File: src/rtl/noc_params_pkg.sv
`default_nettype none
// ============================================================================
// Module      : noc_params_pkg
// Description : Shared NoC constants: flit ids, port indices, head field
//               offsets and the XY routing function.
// Revision    : 1.0 - initial release
// ============================================================================
package noc_params_pkg;

    localparam int NUM_PORTS = 5;

    typedef logic [1:0] flit_id_t;

    localparam flit_id_t HEAD     = 2'b10;
    localparam flit_id_t BODY     = 2'b00;
    localparam flit_id_t TAIL     = 2'b01;
    localparam flit_id_t HEADTAIL = 2'b11;

    localparam int LOCAL = 0;
    localparam int NORTH = 1;
    localparam int EAST  = 2;
    localparam int SOUTH = 3;
    localparam int WEST  = 4;

    // Destination column sits at the bottom of the head payload, row right above it.
    localparam int DST_COL_OFS = 0;

    function automatic logic [NUM_PORTS-1:0] xy_route(
        input int dst_row,
        input int dst_col,
        input int row,
        input int col
    );
        logic [NUM_PORTS-1:0] r_oh;
        r_oh = '0;
        if (dst_col > col)      r_oh[EAST]  = 1'b1;
        else if (dst_col < col) r_oh[WEST]  = 1'b1;
        else if (dst_row > row) r_oh[SOUTH] = 1'b1;
        else if (dst_row < row) r_oh[NORTH] = 1'b1;
        else                    r_oh[LOCAL] = 1'b1;
        return r_oh;
    endfunction

endpackage
`default_nettype wire

File: src/rtl/flit_fifo.sv
`default_nettype none
// ============================================================================
// Module      : flit_fifo
// Description : Synchronous FIFO with combinational front read, full/empty
//               flags and occupancy count. Refuses pushes while full.
// Revision    : 1.0 - initial release
// ============================================================================
module flit_fifo #(
    parameter int WIDTH = 10,
    parameter int DEPTH = 4
) (
    input  logic                   clk_i,
    input  logic                   rst_ni,
    input  logic                   push_i,
    input  logic                   pop_i,
    input  logic [WIDTH-1:0]       data_i,
    output logic [WIDTH-1:0]       data_o,
    output logic                   full_o,
    output logic                   empty_o,
    output logic [$clog2(DEPTH):0] count_o
);
    localparam int               c_ptr_w    = $clog2(DEPTH);
    localparam logic [c_ptr_w:0] c_full_cnt = (c_ptr_w + 1)'(DEPTH);

    logic [WIDTH-1:0]   r_mem [DEPTH];
    logic [c_ptr_w-1:0] r_wr_ptr;
    logic [c_ptr_w-1:0] r_rd_ptr;
    logic [c_ptr_w:0]   r_count;
    logic               w_push;
    logic               w_pop;

    assign full_o  = (r_count == c_full_cnt);
    assign empty_o = (r_count == '0);
    assign w_push  = push_i & ~full_o;
    assign w_pop   = pop_i & ~empty_o;
    assign data_o  = r_mem[r_rd_ptr];
    assign count_o = r_count;

    // Storage is cleared too so the front word reads zero straight out of reset.
    always_ff @(posedge clk_i or negedge rst_ni) begin
        if (!rst_ni) begin
            for (int i = 0; i < DEPTH; i++) begin
                r_mem[i] <= '0;
            end
            r_wr_ptr <= '0;
            r_rd_ptr <= '0;
            r_count  <= '0;
        end else begin
            if (w_push) begin
                r_mem[r_wr_ptr] <= data_i;
                r_wr_ptr        <= r_wr_ptr + 1'b1;
            end
            if (w_pop) begin
                r_rd_ptr <= r_rd_ptr + 1'b1;
            end
            if (w_push && !w_pop) begin
                r_count <= r_count + 1'b1;
            end else if (w_pop && !w_push) begin
                r_count <= r_count - 1'b1;
            end
        end
    end

endmodule
`default_nettype wire

File: src/rtl/input_unit.sv
`default_nettype none
// ============================================================================
// Module      : input_unit
// Description : Router input port: flit buffer, XY route of head flits and a
//               held one-hot request towards the output allocators.
// Revision    : 1.0 - initial release
// ============================================================================
module input_unit
    import noc_params_pkg::*;
#(
    parameter int FLIT_DATA_W  = 8,
    parameter int FLIT_ID_W    = 2,
    parameter int BUFFER_DEPTH = 4,
    parameter int ROW_ADDR_W   = 2,
    parameter int COL_ADDR_W   = 2,
    parameter int ROW_CORD     = 0,
    parameter int COL_CORD     = 0,
    parameter int OUT_N        = 5
) (
    input  logic                           clk_i,
    input  logic                           rst_ni,
    input  logic [FLIT_ID_W+FLIT_DATA_W-1:0] data_i,
    input  logic                           wr_en_i,
    output logic                           rdy_o,
    output logic [OUT_N-1:0]               req_o,
    input  logic [OUT_N-1:0]               grant_i,
    input  logic [OUT_N-1:0]               oc_rdy_i,
    output logic [FLIT_ID_W+FLIT_DATA_W-1:0] data_o,
    output logic                           data_vld_o,
    output logic                           is_tail_o,
    output logic                           err_o
);
    localparam int c_flit_w = FLIT_ID_W + FLIT_DATA_W;
    localparam int c_cnt_w  = $clog2(BUFFER_DEPTH) + 1;
    localparam logic [c_cnt_w-1:0] c_full_cnt = c_cnt_w'(BUFFER_DEPTH);

    localparam logic [0:0] c_st_idle   = 1'b0;
    localparam logic [0:0] c_st_routed = 1'b1;

    logic [0:0]            r_state;
    logic [OUT_N-1:0]      r_route_q;
    logic                  w_full;
    logic                  w_empty;
    logic [c_cnt_w-1:0]    w_count;
    logic                  w_push;
    logic                  w_pop;
    logic [FLIT_ID_W-1:0]  w_front_id;
    logic                  w_front_head;
    logic                  w_front_tail;
    logic [COL_ADDR_W-1:0] w_dst_col;
    logic [ROW_ADDR_W-1:0] w_dst_row;
    logic [OUT_N-1:0]      w_route;
    logic                  w_drop;

    flit_fifo #(
        .WIDTH (c_flit_w),
        .DEPTH (BUFFER_DEPTH)
    ) u_fifo (
        .clk_i   (clk_i),
        .rst_ni  (rst_ni),
        .push_i  (w_push),
        .pop_i   (w_pop),
        .data_i  (data_i),
        .data_o  (data_o),
        .full_o  (w_full),
        .empty_o (w_empty),
        .count_o (w_count)
    );

    assign w_push       = wr_en_i & ~w_full;
    assign rdy_o        = (w_count != c_full_cnt);
    assign w_front_id   = data_o[FLIT_DATA_W +: FLIT_ID_W];
    assign w_front_head = (w_front_id == HEAD) || (w_front_id == HEADTAIL);
    assign w_front_tail = (w_front_id == TAIL) || (w_front_id == HEADTAIL);
    assign w_dst_col    = data_o[DST_COL_OFS +: COL_ADDR_W];
    assign w_dst_row    = data_o[DST_COL_OFS + COL_ADDR_W +: ROW_ADDR_W];
    assign w_route      = xy_route(int'(w_dst_row), int'(w_dst_col), ROW_CORD, COL_CORD);

    // A stray body/tail at the front of an idle port has no route; discard it.
    assign w_drop     = (r_state == c_st_idle) & ~w_empty & ~w_front_head;
    assign err_o      = w_drop;
    assign is_tail_o  = ~w_empty & w_front_tail;
    assign data_vld_o = (r_state == c_st_routed) & ~w_empty;
    assign req_o      = (r_state == c_st_routed) ? r_route_q : '0;

    always_comb begin
        w_pop = w_drop;
        if (r_state == c_st_routed) begin
            w_pop = (|(grant_i & r_route_q & oc_rdy_i)) & ~w_empty;
        end
    end

    always_ff @(posedge clk_i or negedge rst_ni) begin
        if (!rst_ni) begin
            r_state   <= c_st_idle;
            r_route_q <= '0;
        end else begin
            case (r_state)
                c_st_idle: begin
                    if (!w_empty && w_front_head) begin
                        r_route_q <= w_route;
                        r_state   <= c_st_routed;
                    end
                end
                c_st_routed: begin
                    if (w_pop && w_front_tail) begin
                        r_state <= c_st_idle;
                    end
                end
                default: r_state <= c_st_idle;
            endcase
        end
    end

endmodule
`default_nettype wire

File: config.mk
export PLATFORM = sky130hd
export DESIGN_NAME = input_unit
export DESIGN_NICKNAME = d
export VERILOG_FILES = /design/src/rtl/noc_params_pkg.sv /design/src/rtl/flit_fifo.sv /design/src/rtl/input_unit.sv
export SDC_FILE = /design/constraint.sdc
export NUM_CORES = 1
export LEC_CHECK = 0
export ABC_AREA = 1
export BUFFER_PORTS_ARGS = -buffer_cell sky130_fd_sc_hd__buf_4
export CAP_MARGIN = 40
export CORE_ASPECT_RATIO = 0.7
export CORE_UTILIZATION = 50
export CTS_CLUSTER_SIZE = 24
export DETAILED_ROUTE_END_ITERATION = 10
export MAX_ROUTING_LAYER = met4
export PLACE_DENSITY = 0.72
export SLEW_MARGIN = 20
export SYNTH_ARGS = -nofsm -noshare
export SYNTH_HDL_FRONTEND = slang
export SYNTH_SLANG_ARGS = --single-unit
File: constraint.sdc
create_clock -name clk_i -period 5.05 [get_ports clk_i]
set_input_delay 0.7575 -clock clk_i [delete_from_list [all_inputs] [get_ports clk_i]]
set_output_delay 0.7575 -clock clk_i [all_outputs]
set_load 0.02 [all_outputs]
==> results of run 1 <==
==> per-stage QoR <==
step	area [um^2]	power, W	hold WS, ns	worst slack [ns]
finish	2790	0.00146	0.470	2.14
global route	2790	0.00158	0.514	1.88
CTS	2790	0.00147	0.490	2.15
detailed placement	2690	0.00122	0.469	2.18
global placement	2690	0.00120	0.464	2.18
floorplan	2460	0.00106	0.448	2.85
==> cells by family after synthesis <==
group,Yosys count
compound gates,63
xor+xnor,4
fa+ha+maj,6
buf+inv,45
flops,51
mux,1
other cells,1
simple gates,122
==> worst max-delay path, stage by stage, from the launching register on <==
cell,delay (ns)
dfrtp_1,0.84
inv_2,0.37
a21oi_1,0.20
o21ai_1,0.10
a22oi_1,0.17
buf_4,0.17
==> final cells by class <==
cell class | count | area, um^2 | area share, %
Sequential cell | 51 | 1280 | 45.7
Multi-Input combinational cell | 198 | 960 | 34.4
Timing Repair Buffer | 35 | 263 | 9.41
Inverter | 29 | 111 | 3.99
Clock buffer | 8 | 100 | 3.58
Tap cell | 66 | 82.6 | 2.96
==> worst min-delay path by stage <==
stage / start / end / slack, ns / cells past startpoint
floorplan: u_fifo.r_mem[14]$_DFFE_PN0P_ / u_fifo.r_mem[14]$_DFFE_PN0P_ / 0.45 / 2
global placement: u_fifo.r_mem[15]$_DFFE_PN0P_ / u_fifo.r_mem[15]$_DFFE_PN0P_ / 0.46 / 2
detailed placement: u_fifo.r_mem[14]$_DFFE_PN0P_ / u_fifo.r_mem[14]$_DFFE_PN0P_ / 0.47 / 2
CTS: u_fifo.r_mem[14]$_DFFE_PN0P_ / u_fifo.r_mem[14]$_DFFE_PN0P_ / 0.49 / 2
global route: u_fifo.r_mem[14]$_DFFE_PN0P_ / u_fifo.r_mem[14]$_DFFE_PN0P_ / 0.51 / 2
finish: rst_ni / u_fifo.r_mem[6]$_DFFE_PN0P_ / 0.47 / 1
==> power by group through the flow <==
| stage | registers [W] | logic, W | clock network (W) |
|---|---|---|---|
| floorplan | 0.000658 | 0.000406 | 0 |
| global placement | 0.000675 | 0.000524 | 0 |
| detailed placement | 0.000681 | 0.000539 | 0 |
| CTS | 0.000674 | 0.000541 | 0.000257 |
| global route | 0.000695 | 0.000617 | 0.000269 |
| finish | 0.000674 | 0.000531 | 0.000251 |
==> routing by layer <==
| metal | vias to the layer above | part of all wire (%) |
|---|---|---|
| met5 | - | 0 |
| met1 | 878 | 49 |
| met3 | 5 | 5.5 |
| met4 | 0 | 0.91 |
| li1 | 984 | - |
| met2 | 45 | 45 |
==> synthesized netlist by cell type <==
cell       n  area [um^2]
dfrtp_1   51         1280
mux2_2     1         11.3
conb_1     1         3.75
clkbuf_1   1         3.75
xor2_1     3         26.3
nand2_1   90          338
inv_2      1         3.75
buf_4      6         45.0
nand2_2    5         31.3
o21ai_1   27          135
inv_1     27          101
nand3_1   14         70.1
xnor2_1    1         8.76
a21boi_1   1         7.51
nor2_1    11         41.3
nor2_2     1         6.26
ha_1       5         62.6
inv_4      1         6.26
nor2_4     1         11.3
o21ai_0   26          130
buf_2      6         30.0
o22ai_1    4         25.0
a21oi_1    4         20.0
buf_6      3         33.8
a22oi_1    1         7.51
fa_1       1         20.0
==> registers in the layout, summed over array words and instances (netlist names) <==
signal           cells
u_fifo.r_rd_ptr      2
u_fifo.r_wr_ptr      2
u_fifo.count_o       3
r_state              1
u_fifo.r_mem        40
r_route_q            3
==> placed cells by master, fill, tap and decap left out <==
master,instances
nand2_1,90
dfrtp_1,51
buf_4,35
inv_1,27
o21ai_1,27
o21ai_0,26
nand3_1,14
nor2_1,11
clkbuf_8,7
nand2_2,5
ha_1,5
a21oi_1,4
o22ai_1,4
xor2_1,3
conb_1,2
nor2_4,1
inv_4,1
inv_2,1
a21boi_1,1
a22oi_1,1
nor2_2,1
mux2_2,1
xnor2_1,1
fa_1,1
clkbuf_1,1
==> impl_metrics.tcl, run 1 <==
set metrics [dict create \
    power.share.clock_pct 17.3 \
    die_w_um 85.8 \
    setup.worst_path.end_class "output pin" \
    antenna_cells 0 \
    finish.utilization_pct 61.7 \
    gp_congestion 0.717 \
    hold_viol_final 0 \
    groute.usage.overall_pct 21.3 \
    vias 1912 \
    setup.worst_path.start_class "register" \
    ctsHoldBuffers 0 \
    relSlewSlack_pct 49.5 \
    swShare_pct 37.0 \
    power_frac_seq_pct 46.3 \
    netlist_area_um2 2460 \
    power.switching_w 0.000539 \
    status "finished clean" \
    p_leak_nw 1.47 \
    dr.pass1.iters 4 \
    endpoint "is_tail_o" \
    grt_max_degree 52 \
    post-route-min-period_ns 2.91 \
    clock_path_buffers 2 \
    p_int_w 0.000917 \
    totalWireLength_um 4820 \
    period_share_pct 57.6 \
    cts-resized-gates 0 \
    r2r-start "u_fifo.r_rd_ptr[0]$_DFFE_PN0P_" \
    muxShareOfSynthArea_pct 0.458 \
    synth-seq-cells 51 \
    yosysUniqueCellTypes 26 \
    p_comb_share_pct 36.5 \
    postSynthCellCount 293 \
    finalSetupViolations 0 \
    critPathLaunch "u_fifo.r_rd_ptr[0]$_DFFE_PN0P_" \
    wl_per_cell_um 12.5 \
    grt_pass1_vias 1714 \
    syn2layout_area_growth_pct 13.7 \
    p_per_area_nw_per_um2 522 \
    grt_use_met2_pct 31.3 \
    synth_top_family_by_area "simple AND/OR/NAND/NOR gates" \
    use_met1_pct 30.2 \
    synth.avg_cell_area_um2 8.38 \
    die_h_um 60.6 \
    cts-root-buf "clkbuf_8" \
    busiest_layer "met2" \
    setup_tns_ns 0 \
    path_class "register to output pin" \
    layout.nets 349 \
    cp.required_ns 4.29 \
    fp.dieArea_um2 5200 \
    min_path_type "input pin to asynchronous set/reset pin" \
    fin_cells 387 \
    synth-xor-area-share_pct 1.43 \
    fmax_mhz 344 \
    irDropWorstVdd_mv 0.302 \
    worstPathArrival_ns 2.15 \
    yosys.area_share.simple_pct 20.3 \
    drc_errors 0 \
    maxCapViolCount 0 \
    start_util_pct 54.2 \
    io_buffer_count 35 \
    skew_ns 0.00501 \
    rows 20 \
    post_cts_buffers 0 \
    boundaryPins 42 \
    cts_made_buffers 5 \
    worstPathMaxFanout 22 \
    drive_gt1_share_pct 16.2 \
    met3_usage_pct 4.08 \
    cts.sinks 51 \
    overflow 0 \
    clock_latency_ns 0.30 \
    tightest_slew_ns 0.758 \
    rsz0062_at_grt "no" \
    htree_levels 2 \
    synthAdderAreaFrac_pct 3.36 \
    antenna_found_initial 0 \
    report.final.slew_viol_count 0 \
    final_antenna_net_count 0 \
    seq_area_frac_synth_pct 52.0 \
    clk_pin_slew_ns 0.08 \
    cts_tree "yes" \
    yosys_warnings 0 \
    place_hpwl_um 3200 \
    via_per_inst 4.94 \
    initialDrtViolationCount 128 \
    coreArea_um2 4530 \
    grt_first_pass_wirelength_um 8040 \
    final.fill_count 413 \
    r2r-end "u_fifo.count_o[1]$_DFFE_PN0P_" \
    r2r_setup_slack_ns 2.15 \
    dp_cells 379 \
    r2r_cells 11 \
    synth-compound-area-share_pct 13.2 \
]
Power figures use the tool's default switching activity.
==> inputs of run 2 (changes only) <==
==> constraint.sdc (replaced) <==
create_clock -name clk_i -period 3.04 [get_ports clk_i]
set_input_delay 0.456 -clock clk_i [delete_from_list [all_inputs] [get_ports clk_i]]
set_output_delay 0.456 -clock clk_i [all_outputs]
set_load 0.02 [all_outputs]
==> run 2 against run 1 <==
  * Final cell count increased by 0.78%
  * Largest power group unchanged
  * Routed wire length increased by 1.9%
  * Die area unchanged
  * Setup slack got worse by 1.4 ns
  * Critical path type is now register to register
  * Via count increased by 1.2%
==> impl_metrics.tcl, run 2 (synthesized netlist as in run 1, its figures left out) <==
set metrics [dict create \
    status "finished clean" \
    grt_max_degree 52 \
    vias 1934 \
    wl_per_cell_um 12.6 \
    final.fill_count 415 \
    relSlewSlack_pct 55.4 \
    ctsHoldBuffers 0 \
    gp_congestion 0.747 \
    drive_gt1_share_pct 17.0 \
    final_common_cell "nand2_1" \
    cts_made_buffers 5 \
    min_path_type "input pin to asynchronous set/reset pin" \
    htree_levels 2 \
    dr.pass1.iters 4 \
    fp.dieArea_um2 5200 \
    largest_reg_flops 40 \
    tightest_slew_ns 0.668 \
    cts_tree "yes" \
    largest-register "u_fifo.r_mem" \
    skew_ns 0.00567 \
    post-route-min-period_ns 2.27 \
    die_h_um 60.6 \
    worstPathCellList "inv_2, nand2_1, nand3_1, nand2_1, nand2_1, nand2_1, inv_1, ha_1, inv_1, fa_1, a21oi_1, o21ai_0, xor2_1" \
    p_leak_nw 1.49 \
    worstPathMaxFanout 8 \
    layout.nets 353 \
    io_buffer_count 35 \
    antenna_cells 0 \
    maxCapViolCount 0 \
    grt_pass1_vias 1711 \
    grt_first_pass_wirelength_um 8120 \
    fmax_mhz 440 \
    syn2layout_area_growth_pct 15.0 \
    start_util_pct 54.2 \
    place_hpwl_um 3270 \
    overflow 0 \
    clk_pin_slew_ns 0.09 \
    totalWireLength_um 4920 \
    period_share_pct 74.8 \
    final_cell_mix "90 x nand2_1, 51 x dfrtp_1, 39 x buf_4" \
    cts-resized-gates 0 \
    hold_viol_final 0 \
    worstPathArrival_ns 2.46 \
    cp.required_ns 3.23 \
    path_class "register to register" \
    crit_top_cell "nand2_1" \
    post_cts_buffers 0 \
    setup_tns_ns 0 \
    report.final.slew_viol_count 0 \
    worst_path_largest_cell_delay_ns 0.48 \
    final_antenna_net_count 0 \
    boundaryPins 42 \
    cts-root-buf "clkbuf_8" \
    rsz0062_at_grt "no" \
    clock_latency_ns 0.30 \
    finalSetupViolations 0 \
    antenna_found_initial 0 \
    via_per_inst 4.96 \
    irDropWorstVdd_mv 0.381 \
    clock_path_buffers 2 \
    p_per_area_nw_per_um2 870 \
    die_w_um 85.8 \
    finish.utilization_pct 62.4 \
    slowest_stage "dfrtp_1" \
    cts.sinks 51 \
    initialDrtViolationCount 82 \
    drc_errors 0 \
    setup.worst_path.start_class "register" \
    coreArea_um2 4530 \
    setup.worst_path.end_class "register" \
    groute.usage.overall_pct 21.4 \
    rows 20 \
]
-- run 2: cell types whose count changed in the layout (fill, tap and decap cells not counted) --
cell       change
buf_4          +4
clkbuf_8       -2
bufinv_16      +1
-- run 2: final cells by class --
cell class	count	area [um^2]	area share, %
Tap cell	66	82.6	2.92
Inverter	29	111	3.94
Clock inverter	1	30.0	1.06
Timing Repair Buffer	39	293	10.4
Sequential cell	51	1280	45.2
Clock buffer	6	72.6	2.57
Multi-Input combinational cell	198	960	34.0
-- run 2: worst max-delay path: cells and delay by family (launching register included) --
| kind | cells | cell delay, ns |
|---|---|---|
| xor gates and xnor gates | 1 | 0.15 |
| DFF | 1 | 0.48 |
| and+or+nand+nor | 5 | 0.41 |
| AOI/OAI and AO/OA | 2 | 0.27 |
| adders and majority gates | 2 | 0.52 |
| buffers and inverters | 3 | 0.34 |
-- run 2: per-stage QoR --
step           cells  hold slack [ns]  power [W]  setup slack, ns  instance area, um^2
2_1_floorplan    294            0.160    0.00177            0.844                 2460
3_3_place_gp     383            0.464    0.00199            0.828                 2720
3_5_place_dp     383            0.469    0.00202            0.789                 2720
4_1_cts          390            0.190    0.00247            0.772                 2830
5_1_grt          390            0.208    0.00266            0.562                 2830
6_report         390            0.173    0.00246            0.766                 2830
-- run 2: path summary, 6_finish.rpt --
check | startpoint | end | depth (start not counted) | slack (ns)
setup / recovery | u_fifo.r_rd_ptr[0]$_DFFE_PN0P_ | u_fifo.count_o[2]$_DFFE_PN0P_ | 13 | 0.77
hold / removal | rst_ni | u_fifo.r_mem[6]$_DFFE_PN0P_ | 1 | 0.17
setup reg to reg | u_fifo.r_rd_ptr[0]$_DFFE_PN0P_ | u_fifo.count_o[2]$_DFFE_PN0P_ | 13 | 0.77
hold reg to reg | u_fifo.r_mem[15]$_DFFE_PN0P_ | u_fifo.r_mem[15]$_DFFE_PN0P_ | 2 | 0.49
max in group asynchronous | rst_ni | u_fifo.r_mem[27]$_DFFE_PN0P_ | 1 | 2.44
min in group clk_i | data_i[2] | u_fifo.r_mem[32]$_DFFE_PN0P_ | 3 | 0.44
-- run 2: power by group --
group | internal (W) | switching (W)
Sequential | 0.000958 | 0.000160
Clock | 0.000241 | 0.000211
Combinational | 0.000359 | 0.000528
Total | 0.00156 | 0.000899
-- run 2: metal layers --
metal	up-vias	wire length (um)	GRT usage, %
met5	-	0	-
met4	0	43	6.43
met3	5	200	4.08
met2	35	2040	31.0
met1	904	2640	30.8
li1	990	-	-
